===== src/rtl/arbiter_n2_pkg.sv =====
// Shared types and encodings for the two-client arbiter
// and the request-queue stage that feeds it.
package arbiter_n2_pkg;

  typedef logic [1:0] req_t;
  typedef logic [1:0] gnt_t;

  localparam req_t REQ0  = 2'b01;
  localparam req_t REQ1  = 2'b10;
  localparam req_t REQ01 = 2'b11;

  localparam gnt_t NO_GNT = 2'b00;
  localparam gnt_t GNT0   = 2'b01;
  localparam gnt_t GNT1   = 2'b10;

  localparam int DW_DEF    = 8;
  localparam int DEPTH_DEF = 4;

  // {legal, index}; 2'b11 and NO_GNT both decode as not legal
  function automatic logic [1:0] gnt_idx(input gnt_t g);
    logic [1:0] r;
    r = 2'b00;
    case (g)
      GNT0:    r = 2'b10;
      GNT1:    r = 2'b11;
      default: r = 2'b00;
    endcase
    return r;
  endfunction

endpackage


===== src/rtl/arbiter_n2_fifo.sv =====
// Per-client FIFO; full/empty come from the occupancy
// counter, pointers wrap naturally.
module arbiter_n2_fifo #(
  parameter int DW    = 8,
  parameter int DEPTH = 4
) (
  input  logic                       clk,
  input  logic                       rst,
  input  logic                       push,
  input  logic [DW-1:0]              wdata,
  input  logic                       pop,
  output logic [DW-1:0]              rdata,
  output logic [$clog2(DEPTH+1)-1:0] occ,
  output logic                       full,
  output logic                       empty
);

  localparam int AW = $clog2(DEPTH);
  localparam int OW = $clog2(DEPTH+1);

  logic [DW-1:0] mem [DEPTH];
  logic [AW-1:0] wptr;
  logic [AW-1:0] rptr;
  logic          do_push;
  logic          do_pop;

  assign full    = (occ == OW'(DEPTH));
  assign empty   = (occ == '0);
  assign do_push = push & ~full;
  assign do_pop  = pop & ~empty;
  assign rdata   = mem[rptr];

  always_ff @(posedge clk or negedge rst) begin
    if (!rst) begin
      wptr <= '0;
      rptr <= '0;
      occ  <= '0;
    end else begin
      if (do_push) wptr <= wptr + AW'(1);
      if (do_pop)  rptr <= rptr + AW'(1);
      unique case ({do_push, do_pop})
        2'b10:   occ <= occ + OW'(1);
        2'b01:   occ <= occ - OW'(1);
        default: ;
      endcase
    end
  end

  always_ff @(posedge clk) begin
    if (do_push) mem[wptr] <= wdata;
  end

endmodule


===== src/rtl/arbiter_n2_reqq.sv =====
// Request-queue stage: per-client FIFOs drive req, the
// returned grant pops into a registered output slot.
module arbiter_n2_reqq
  import arbiter_n2_pkg::*;
#(
  parameter int DW    = DW_DEF,
  parameter int DEPTH = DEPTH_DEF
) (
  input  logic                       clk,
  input  logic                       rst,
  input  logic                       in0_valid,
  output logic                       in0_ready,
  input  logic [DW-1:0]              in0_data,
  input  logic                       in1_valid,
  output logic                       in1_ready,
  input  logic [DW-1:0]              in1_data,
  output req_t                       req,
  input  gnt_t                       gnt,
  output logic                       out_valid,
  input  logic                       out_ready,
  output logic [DW-1:0]              out_data,
  output logic                       out_src,
  output logic [$clog2(DEPTH+1)-1:0] occ0,
  output logic [$clog2(DEPTH+1)-1:0] occ1,
  output logic                       gnt_err
);

  logic [DW-1:0] head0;
  logic [DW-1:0] head1;
  logic          full0;
  logic          full1;
  logic          empty0;
  logic          empty1;
  logic [1:0]    gi;
  logic          slot_free;
  logic          pop0;
  logic          pop1;

  assign gi        = gnt_idx(gnt);
  assign slot_free = ~out_valid | out_ready;
  assign pop0      = gi[1] & ~gi[0] & ~empty0 & slot_free;
  assign pop1      = gi[1] &  gi[0] & ~empty1 & slot_free;

  assign in0_ready = ~full0;
  assign in1_ready = ~full1;
  assign req       = {~empty1, ~empty0};

  arbiter_n2_fifo #(.DW(DW), .DEPTH(DEPTH)) u_fifo0 (
    .clk   (clk),
    .rst   (rst),
    .push  (in0_valid),
    .wdata (in0_data),
    .pop   (pop0),
    .rdata (head0),
    .occ   (occ0),
    .full  (full0),
    .empty (empty0)
  );

  arbiter_n2_fifo #(.DW(DW), .DEPTH(DEPTH)) u_fifo1 (
    .clk   (clk),
    .rst   (rst),
    .push  (in1_valid),
    .wdata (in1_data),
    .pop   (pop1),
    .rdata (head1),
    .occ   (occ1),
    .full  (full1),
    .empty (empty1)
  );

  always_ff @(posedge clk or negedge rst) begin
    if (!rst) begin
      out_valid <= 1'b0;
      out_data  <= '0;
      out_src   <= 1'b0;
      gnt_err   <= 1'b0;
    end else begin
      if (&gnt) gnt_err <= 1'b1;
      unique case (1'b1)
        pop0: begin
          out_valid <= 1'b1;
          out_data  <= head0;
          out_src   <= 1'b0;
        end
        pop1: begin
          out_valid <= 1'b1;
          out_data  <= head1;
          out_src   <= 1'b1;
        end
        default: begin
          if (out_ready) out_valid <= 1'b0;
        end
      endcase
    end
  end

endmodule


===== config.mk =====
export PLATFORM = sky130hd
export DESIGN_NAME = arbiter_n2_reqq
export DESIGN_NICKNAME = d
export VERILOG_FILES = /design/src/rtl/arbiter_n2_pkg.sv /design/src/rtl/arbiter_n2_fifo.sv /design/src/rtl/arbiter_n2_reqq.sv
export SDC_FILE = /design/constraint.sdc
export NUM_CORES = 1
export LEC_CHECK = 0
export BUFFER_PORTS_ARGS = -buffer_cell sky130_fd_sc_hd__buf_2
export CAP_MARGIN = 10
export CORE_UTILIZATION = 55
export CTS_CLUSTER_DIAMETER = 200
export DETAILED_ROUTE_END_ITERATION = 8
export PLACE_DENSITY = 0.79
export SLEW_MARGIN = 20
export SYNTH_ARGS = -nofsm -noshare
export SYNTH_HDL_FRONTEND = slang
export SYNTH_HIERARCHICAL = 1
export SYNTH_SLANG_ARGS = --single-unit

===== constraint.sdc =====
create_clock -name clk -period 6.2 [get_ports clk]
set_input_delay 1.24 -clock clk [delete_from_list [all_inputs] [get_ports clk]]
set_output_delay 1.24 -clock clk [all_outputs]
set_load 0.02 [all_outputs]

==> reports/qor.yml, run 1 <==
route:
  avgViaCountPerCell: 5.65
  drtPass1Iterations: 6
  drt_iter0_markers: 132
  wl_per_cell_um: 18.4
  drc_errors: 7
  ant_nets: 0
  wl_um: 6120
  via_count: 1876
setup_path:
  crit_start: "gnt[0]"
  r2r_end: "u_fifo1/occ[2]"
  cp-end-kind: "register"
  critPathKind: "input pin to register"
  required_ns: 6.48
  critPathLaunchType: "input pin"
  arrival_ns: 3.42
  r2r_cells: 11
  cp_max_fo: 10
  crit_slowest_cell: "or3b_1"
  critPathMaxStageDelay_ns: 0.37
  r2r-start: "u_fifo1/occ[0]"
  critical_path.cell_chain: "buf_2 -> or3b_1 -> or2_1 -> inv_1 -> o31a_2 -> ha_1 -> inv_1 -> fa_1 -> xor2_1 -> nor2_1 -> xor2_1"
  rrSetupSlack_ns: 3.39
clock_network:
  h-tree-depth: 3
  numCtsBuffers: 9
  clockBufferDepth: 2
  insertion_delay_ns: 0.36
  clock_sinks: 89
  cts-root-buf: "clkbuf_8"
  cts_tree: "yes"
  path_clk_slew_ns: 0.09
  cts_hold_buf: 0
  post-cts-setup-buffers: 0
  cts.repair.resized: 0
sta:
  fin_tns_setup_ns: 0
  relSlewSlack_pct: 59.1
  period_share_pct: 50.7
  min_period_ns: 3.14
  holdWs_ns: 0.469
  finalHoldViolations: 0
  skew_ns: 0.0100
  finalMaxSlewViolations: 0
  worst_pin_slew_ns: 0.613
  setup_viol: 0
  grt_setup_unrepaired: "no"
  fmax_mhz: 318
placement:
  numPortBuffers: 43
  place_hpwl_um: 4150
  place_congestion: 0.769
min_path:
  holdPathStages: 1
  holdPathEnd: "gnt_err"
  hold_start: "gnt_err"
  hold_path_class: "register to register"
final_layout:
  nets: 285
  syn2layout_area_growth_pct: 12.7
  fill_cells: 430
  n_antenna_cell: 0
  drive_gt1_share_pct: 36.9
floorplan:
  core_sq_um: 6420
  die_w_um: 84.1
  die-area_sq_um: 7080
  initial_core_util_pct: 57.7
  die_height_um: 84.1
  rows: 29
  io_pins: 44
global_routing:
  grt_pass1_wl_um: 9870
  grt.total_usage_pct: 19.6
  grt_pass1_vias: 1927
  grt_max_degree: 26
  antenna_found_initial: 0
  overflow: 0
synthesis:
  synth_seq_cells: 89
  ys.warnings.count: 6
  ys_types: 30
  netlist_area_sq_um: 3710
  syn_inst: 203
  syn_area_per_cell_sq_um: 18.3
  seq_area_frac_synth_pct: 68.7
  synth-edff-count: 64
  synthesis.nets: 238
  async_flop_share_pct: 28.1
  synth_flop_cell: "edfxtp_1"
pwr:
  p_leak_nw: 1.59
  ir_drop_uv: 277
  power.density_nw_per_um2: 470
status:
  violations: "DRC"
  run_status: "finished, violations left"
job:
  maxCapViolCount: 0
==> worst max-delay path, delay by kind of cell <==
| family | cells | cell delay [ns] |
|---|---|---|
| AO/OA/AOI/OAI | 1 | 0.17 |
| XOR/XNOR | 2 | 0.31 |
| adder cells (fa/ha/maj) | 2 | 0.56 |
| buffers and inverters | 3 | 0.27 |
| AND/OR/NAND/NOR | 3 | 0.86 |
==> layer usage <==
metal / GRT usage, % / wire, um / share of wire [%]
met1: 27.5 / 2820 / 46
met2: 28.4 / 2760 / 45
met3: 3.66 / 335 / 5.5
met4: 13.0 / 207 / 3.4
met5: 0 / 0 / 0
==> through the flow <==
stage / cell area [sq um] / utilization, % / total power [mW] / cells / setup WS, ns
3_3_place_gp: 3980 / 62.0 / 1.57 / 316 / 2.81
3_5_place_dp: 3980 / 62.0 / 1.59 / 316 / 2.73
2_1_floorplan: 3710 / - / 1.40 / 203 / 3.00
6_report: 4180 / 65.1 / 1.96 / 332 / 3.06
5_1_grt: 4180 / 65.1 / 2.07 / 332 / 2.94
4_1_cts: 4180 / 65.1 / 1.98 / 332 / 3.08
==> synth_stat cells, types with 2 or more instances <==
| cell | n | area [sq um] |
|---|---|---|
| and2_2 | 8 | 60.1 |
| edfxtp_1 | 64 | 1920 |
| nand2_1 | 3 | 11.3 |
| buf_2 | 2 | 10.0 |
| clkbuf_1 | 3 | 11.3 |
| mux2_4 | 2 | 30.0 |
| dfrtp_1 | 25 | 626 |
| or3_1 | 8 | 50.1 |
| o31a_2 | 2 | 20.0 |
| nor3_1 | 2 | 10.0 |
| ha_1 | 10 | 125 |
| mux4_2 | 16 | 360 |
| xor2_1 | 6 | 52.6 |
| inv_1 | 17 | 63.8 |
| xnor2_1 | 6 | 52.6 |
| nor3b_4 | 2 | 37.5 |
| mux2i_1 | 2 | 20.0 |
| or3b_1 | 2 | 17.5 |
| fa_1 | 2 | 40.0 |
| o221a_1 | 8 | 90.1 |
| nor2_1 | 3 | 11.3 |
| nor2b_4 | 2 | 27.5 |
==> power breakdown <==
part	switching [mW]	total, mW	internal, mW
clock	0.200	0.387	0.188
combinational	0.312	0.611	0.299
sequential	0.153	0.964	0.811
total	0.664	1.96	1.30
==> kinds of logic (layout without fill, tap and decap cells) <==
logic type                 count (synthesis)  in the layout  share of synthesized area (%)
DFF                                       89             89                           68.7
and+or+nand+nor                           33             33                           6.65
buffers and inverters                     24             76                           2.73
muxes                                     20             20                           11.1
AOI/OAI and AO/OA                         13             13                           3.58
adders and majority gates                 12             12                           4.45
xor gates and xnor gates                  12             12                           2.83
==> registers in the layout (all words and copies together), names as in the netlist, 2 cells and up <==
name,cells
u_fifo1/rptr,2
u_fifo0/mem,32
u_fifo1/wptr,2
u_fifo1/mem,32
u_fifo0/occ,3
u_fifo1/occ,3
out_data,8
u_fifo0/rptr,2
u_fifo0/wptr,2
==> final cells by class <==
cell class | count | area, sq um | share of cell area (%)
inverters | 17 | 63.8 | 1.53
well taps | 77 | 96.3 | 2.31
clock inverters | 6 | 68.8 | 1.65
flip-flops and latches | 89 | 2550 | 61.0
repair buffers | 43 | 215 | 5.15
multi-input cells | 90 | 1060 | 25.4
clock buffers | 10 | 128 | 3.05
==> cell usage in the layout (no fill, tap or decap), types with 8 or more instances in the layout <==
cell type | synthesis | layout
edfxtp_1 | 64 | 64
inv_1 | 17 | 17
or3_1 | 8 | 8
buf_2 | 2 | 43
and2_2 | 8 | 8
clkbuf_8 | 0 | 9
o221a_1 | 8 | 8
mux4_2 | 16 | 16
dfrtp_1 | 25 | 25
ha_1 | 10 | 10
==> worst max-delay path by stage <==
stage / end / slack (ns) / depth (start not counted)
finish: u_fifo1/occ[2] / 3.06 / 11
global route: u_fifo1/occ[2] / 2.94 / 11
CTS: u_fifo1/occ[2] / 3.08 / 11
detailed placement: u_fifo1/occ[2] / 2.73 / 11
global placement: u_fifo1/occ[2] / 2.81 / 11
floorplan: u_fifo1/occ[2] / 3.00 / 11
Note: power is estimated with default switching activity, not from simulation.
==> run 2: changes to the inputs <==
Settings changed: ABC_AREA set to 1, CORE_UTILIZATION 55 to 53.
Clock period 6.2 ns to 2.8 ns, I/O delays scaled along.
==> reports/qor.yml, run 2 <==
status:
  run_status: "complete, no violations"
synthesis:
  synthesis.nets: 432  # +82%
  syn_inst: 397  # +96%
  synth_area_leaders: "edfxtp_1 46%, dfrtp_1 15%, nand2_1 9.8%, inv_1 7.9%, o211ai_1 5.8%"
  async_flop_share_pct: 28.1  # unchanged
  seq_area_frac_synth_pct: 61.4  # -7.3 points
  ys.warnings.count: 6  # unchanged
  synth-edff-count: 64  # unchanged
  netlist_area_sq_um: 4150  # +12%
  synth_top_area_share_pct: 46.3  # -5.5 points
  synth_seq_cells: 89  # unchanged
  synth.most_common_cell: "nand2_1"
  syn_area_per_cell_sq_um: 10.4  # -43%
  ys_types: 25  # -17%
  synth.top_cells.by_count: "108 x nand2_1, 87 x inv_1, 64 x edfxtp_1, 32 x o211ai_1, 25 x dfrtp_1"
  yosysTopAreaCell: "edfxtp_1"
  synth_flop_cell: "edfxtp_1"
setup_path:
  cp_max_fo: 11  # +1
  worst-path-buf-inv: 5  # +2
  cp-end-kind: "register"
  arrival_ns: 2.79  # -0.63 ns
  critical_path.cell_chain: "inv_1 -> nand3_2 -> inv_1 -> nor2_4 -> nand3_4 -> inv_1 -> nand2_1 -> inv_1 -> ha_1 -> inv_1 -> fa_1 -> nand2_1 -> nand3_1 -> nand2_1 -> nand2_1"
  rrSetupSlack_ns: 0.25  # -3.14 ns
  critPathMaxStageDelay_ns: 0.43  # +0.06 ns
  critPathTopFamily: "simple AND/OR/NAND/NOR gates"
  r2r_end: "u_fifo1/occ[2]"
  r2r_cells: 15  # +4
  critPathLaunchType: "register"
  critPathKind: "register to register"
  r2r-start: "u_fifo1/occ[2]"
  crit_slowest_cell: "dfrtp_1"
  crit_path_frequent_cell: "inv_1"
  required_ns: 3.04  # -3.44 ns
pwr:
  seqPwrFrac_pct: 43.8  # -5.3 points
  p_sw_mw: 1.85  # +180%
  power.internal_mw: 2.70  # +110%
  ir_drop_uv: 635  # +130%
  clkPwrFrac_pct: 16.7  # -3.0 points
  p_comb_share_pct: 39.5  # +8.4 points
  p_leak_nw: 2.16  # +36%
  sw_frac_of_total_pct: 40.6  # +6.8 points
  power.density_nw_per_um2: 1000  # +110%
clock_network:
  cts-root-buf: "clkbuf_8"
  clock_sinks: 89  # unchanged
  cts_tree: "yes"
  h-tree-depth: 3  # unchanged
  insertion_delay_ns: 0.35  # about the same
  cts_hold_buf: 0  # unchanged
  post-cts-setup-buffers: 0  # unchanged
  numCtsBuffers: 9  # unchanged
  cts.repair.resized: 0  # unchanged
  clockBufferDepth: 2  # unchanged
  path_clk_slew_ns: 0.08  # about the same
sta:
  relSlewSlack_pct: 41.8  # -17 points
  finalMaxSlewViolations: 0  # unchanged
  finalHoldViolations: 0  # unchanged
  skew_ns: 0.0107  # +0.000652 ns
  period_share_pct: 91.1
  grt_setup_unrepaired: "no"
  fin_tns_setup_ns: 0  # unchanged
  setup_viol: 0  # unchanged
  min_period_ns: 2.55
  fmax_mhz: 392
  worst_pin_slew_ns: 0.870  # +0.257 ns
route:
  wl_um: 7470  # +22%
  avgViaCountPerCell: 5.10  # -9.7%
  drtPass1Iterations: 4  # -2
  drc_errors: 0  # -7
  ant_nets: 0  # unchanged
  wl_per_cell_um: 13.7  # -26%
  drt_iter0_markers: 172  # +30%
  via_count: 2777  # +48%
placement:
  place_hpwl_um: 5170  # +25%
  numPortBuffers: 43  # unchanged
  place_congestion: 0.814  # +5.9%
  placed_area_sq_um: 4380  # +9.9%
final_layout:
  syn2layout_area_growth_pct: 9.50
  layout_commonest_cell: "nand2_1"
  n_antenna_cell: 0  # unchanged
  reg_top3: "u_fifo0/mem (32), u_fifo1/mem (32), out_data (8)"
  fill_cells: 585  # +36%
  fin_area_sq_um: 4540  # +8.7%
  final_cell_mix: "108 x nand2_1, 87 x inv_1, 64 x edfxtp_1, 43 x buf_2, 32 x o211ai_1"
  drive_gt1_share_pct: 15.7  # -21 points
  nets: 475  # +67%
global_routing:
  overflow: 0  # unchanged
  grt.total_usage_pct: 18.9  # -0.66 points
  antenna_found_initial: 0  # unchanged
  grt_max_degree: 35  # +35%
  grt_pass1_wl_um: 12200  # +23%
  grt_pass1_vias: 2624  # +36%
min_path:
  hold_path_class: "input pin to asynchronous set/reset pin"
job:
  maxCapViolCount: 0  # unchanged
floorplan:
  initial_core_util_pct: 56.0  # -1.8 points
  io_pins: 44  # unchanged
  die_w_um: 90.5  # +7.5%
  die_height_um: 90.5  # +7.5%
  die-area_sq_um: 8180  # +16%
  rows: 31  # +6.9%
  core_sq_um: 7410  # +15%
run 2: cell type report:
cell class	count	area (sq um)	share of cell area, %
clock buffers	13	149	3.28
clock inverters	3	17.5	0.386
inverters	92	348	7.66
multi-input cells	205	1140	25.1
flip-flops and latches	89	2550	56.1
well taps	99	124	2.73
repair buffers	43	215	4.74
run 2: how the worst max path moves through the flow:
stage,from,to,slack (ns),depth (start not counted)
global route,u_fifo1/occ[2],u_fifo1/occ[2],0.04,15
CTS,u_fifo1/occ[2],u_fifo1/occ[2],0.30,15
global placement,gnt[0],u_fifo1/occ[2],0.52,13
floorplan,u_fifo1/occ[0],u_fifo1/occ[2],0.44,16
finish,u_fifo1/occ[2],u_fifo1/occ[2],0.25,15
detailed placement,u_fifo1/occ[2],u_fifo1/occ[2],0.32,15
run 2: power groups by stage:
stage	registers [mW]	logic, mW	clock network (mW)
floorplan	2.09	1.29	0
CTS	1.99	1.80	0.769
global route	2.03	2.02	0.818
detailed placement	2.02	1.79	0
finish	1.99	1.80	0.759
global placement	2.01	1.71	0
run 2: cell families after synthesis:
kind of cell	synth area share, %
buf+inv	11.1
compound gates	6.21
flops	61.4
simple gates	16.9
xor+xnor	0.422
fa+ha+maj	3.98
run 2: routing by layer:
metal	up-vias	share of wire [%]	track usage, %
met1	1321	46	26.6
met3	6	5.8	3.70
met2	79	47	29.6
li1	1371	-	-
met5	-	0	0
met4	0	0.88	6.32
run 2: through the flow:
| stage | util (%) | power (mW) | setup slack (ns) | instances | hold slack (ns) |
|---|---|---|---|---|---|
| 4_1_cts | 61.3 | 4.56 | 0.295 | 544 | 0.211 |
| 6_report | 61.3 | 4.55 | 0.248 | 544 | 0.210 |
| 3_5_place_dp | 59.1 | 3.80 | 0.325 | 528 | 0.439 |
| 5_1_grt | 61.3 | 4.87 | 0.0442 | 544 | 0.240 |
| 3_3_place_gp | 59.1 | 3.72 | 0.522 | 528 | 0.434 |
| 2_1_floorplan | - | 3.38 | 0.444 | 397 | 0.264 |
==> run 3: changes to the inputs <==
Settings changed: GPL_TIMING_DRIVEN set to 0.
==> reports/qor.yml, run 3 (synthesis results as in run 2) <==
route:
  avgViaCountPerCell: 5.06  # -0.79%
  ant_nets: 0  # unchanged
  drtPass1Iterations: 5  # +1
  drt_iter0_markers: 212  # +23%
  drc_errors: 0  # unchanged
  wl_per_cell_um: 13.5  # -1.9%
  via_count: 2826  # +1.8%
  wl_um: 7510  # +0.58%
clock_network:
  cts_hold_buf: 0  # unchanged
  path_clk_slew_ns: 0.08  # about the same
  clock_sinks: 89  # unchanged
  numCtsBuffers: 9  # unchanged
  cts-root-buf: "clkbuf_8"
  h-tree-depth: 3  # unchanged
  clockBufferDepth: 2  # unchanged
  cts_tree: "yes"
  insertion_delay_ns: 0.34  # about the same
sta:
  min_period_ns: 2.46  # -0.0921 ns
  worst_slack_ns: 0.340  # +0.0921 ns
  grt_setup_unrepaired: "no"
  fin_tns_setup_ns: 0  # unchanged
  fmax_mhz: 407  # +3.7%
  skew_ns: 0.00824  # -0.00244 ns
  period_share_pct: 87.9  # -3.3 points
  relSlewSlack_pct: 46.4  # +4.6 points
  finalMaxSlewViolations: 0  # unchanged
  setup_viol: 0  # unchanged
  finalHoldViolations: 0  # unchanged
  worst_pin_slew_ns: 0.801  # -0.0682 ns
final_layout:
  drive_gt1_share_pct: 18.5  # +2.8 points
  fill_cells: 584  # -0.17%
  n_antenna_cell: 0  # unchanged
  final_cell_mix: "108 x nand2_1, 87 x inv_1, 64 x edfxtp_1, 44 x buf_2, 32 x o211ai_1"
  layout_commonest_cell: "nand2_1"
  syn2layout_area_growth_pct: 13.2
  reg_top3: "u_fifo0/mem (32), u_fifo1/mem (32), out_data (8)"
  layout.cells.non_filler: 558  # +2.6%
  nets: 489  # +2.9%
  fin_area_sq_um: 4690  # +3.4%
status:
  run_status: "complete, no violations"
placement:
  place_hpwl_um: 5310  # +2.7%
  dp.cells: 539  # +2.1%
  numPortBuffers: 43  # unchanged
  placed_area_sq_um: 4490  # +2.5%
  place_congestion: 0.780  # -4.2%
  place_worst_setup_slack_ns: 0.279  # -0.0464 ns
min_path:
  hold_path_class: "input pin to asynchronous set/reset pin"
floorplan:
  die_w_um: 90.5  # unchanged
  io_pins: 44  # unchanged
  die_height_um: 90.5  # unchanged
  initial_core_util_pct: 56.0  # unchanged
  core_sq_um: 7410  # unchanged
  die-area_sq_um: 8180  # unchanged
  rows: 31  # unchanged
pwr:
  power.density_nw_per_um2: 1010  # +1.3%
  ir_drop_uv: 739  # +16%
  power.total_mw: 4.76  # +4.7%
  p_leak_nw: 2.25  # +4.3%
global_routing:
  grt.total_usage_pct: 20.2  # +1.3 points
  antenna_found_initial: 0  # unchanged
  grt_pass1_wl_um: 12800  # +4.9%
  overflow: 0  # unchanged
  grt_max_degree: 26  # -26%
  grt_pass1_vias: 2730  # +4.0%
setup_path:
  rrSetupSlack_ns: 0.34  # +0.09 ns
  r2r_cells: 16  # +1
  critPathKind: "register to register"
  r2r_end: "u_fifo1/occ[2]"
  cp-end-kind: "register"
  crit_path_end: "u_fifo1/occ[2]"
  crit_start: "u_fifo1/occ[0]"
  cp_max_fo: 10  # -1
  required_ns: 3.04  # about the same
  critPathLaunchType: "register"
  r2r-start: "u_fifo1/occ[0]"
  arrival_ns: 2.70  # -0.09 ns
job:
  maxCapViolCount: 0  # unchanged
## run 3: cell type report
| class | count | area, sq um | share of cell area (%) |
|---|---|---|---|
| clock buffer | 9 | 124 | 2.64 |
| clock inverter | 7 | 61.3 | 1.31 |
| sequential | 89 | 2550 | 54.3 |
| inverter | 92 | 348 | 7.41 |
| tap | 99 | 124 | 2.64 |
| timing repair buffer | 46 | 238 | 5.06 |
| buffer | 11 | 111 | 2.37 |
| multi-input combinational | 205 | 1140 | 24.3 |
## run 3: worst max-delay path, stage by stage (launching register included)
cell	delay (ns)
dfrtp_1	0.40
inv_1	0.12
nand3_2	0.14
inv_1	0.10
nor2_4	0.17
nand3_4	0.11
buf_6	0.15
inv_1	0.09
nand2_1	0.08
inv_1	0.09
ha_1	0.16
inv_1	0.07
fa_1	0.39
nand2_1	0.10
nand3_1	0.07
nand2_1	0.06
nand2_1	0.05
## run 3: timing repair
action / 4_1_cts / 5_1_grt
setup buffers: 0 / 3
endpoints found under the setup margin: 0 / 1
resized for setup: 0 / 0
## run 3: layer usage
layer  global-route usage, %  vias up  routed length, um
met4                    7.12        0                 54
li1                        -     1395                  -
met2                    31.2       76               3550
met5                       0        -                  0
met3                    5.22        4                463
met1                    27.7     1351               3440
## run 3: worst min-delay path by stage
stage                                end  slack, ns  cells past startpoint
final                     u_fifo0/occ[2]       0.20                      1
after detailed placement         gnt_err       0.45                      1
after CTS                 u_fifo1/occ[1]       0.20                      1
after floorplan                  gnt_err       0.26                      0
after global routing      u_fifo1/occ[1]       0.23                      1
after global placement           gnt_err       0.44                      1
## run 3: where the power goes
part	switching, mW	internal, mW
Clock	0.415	0.403
Combinational	1.30	0.687
Sequential	0.167	1.79
## run 3: metrics by stage
stage               hold slack [ns]  utilization [%]
floorplan                     0.264                -
global placement              0.440             60.6
detailed placement            0.447             60.6
CTS                           0.199             63.1
global route                  0.229             63.4
finish                        0.200             63.4
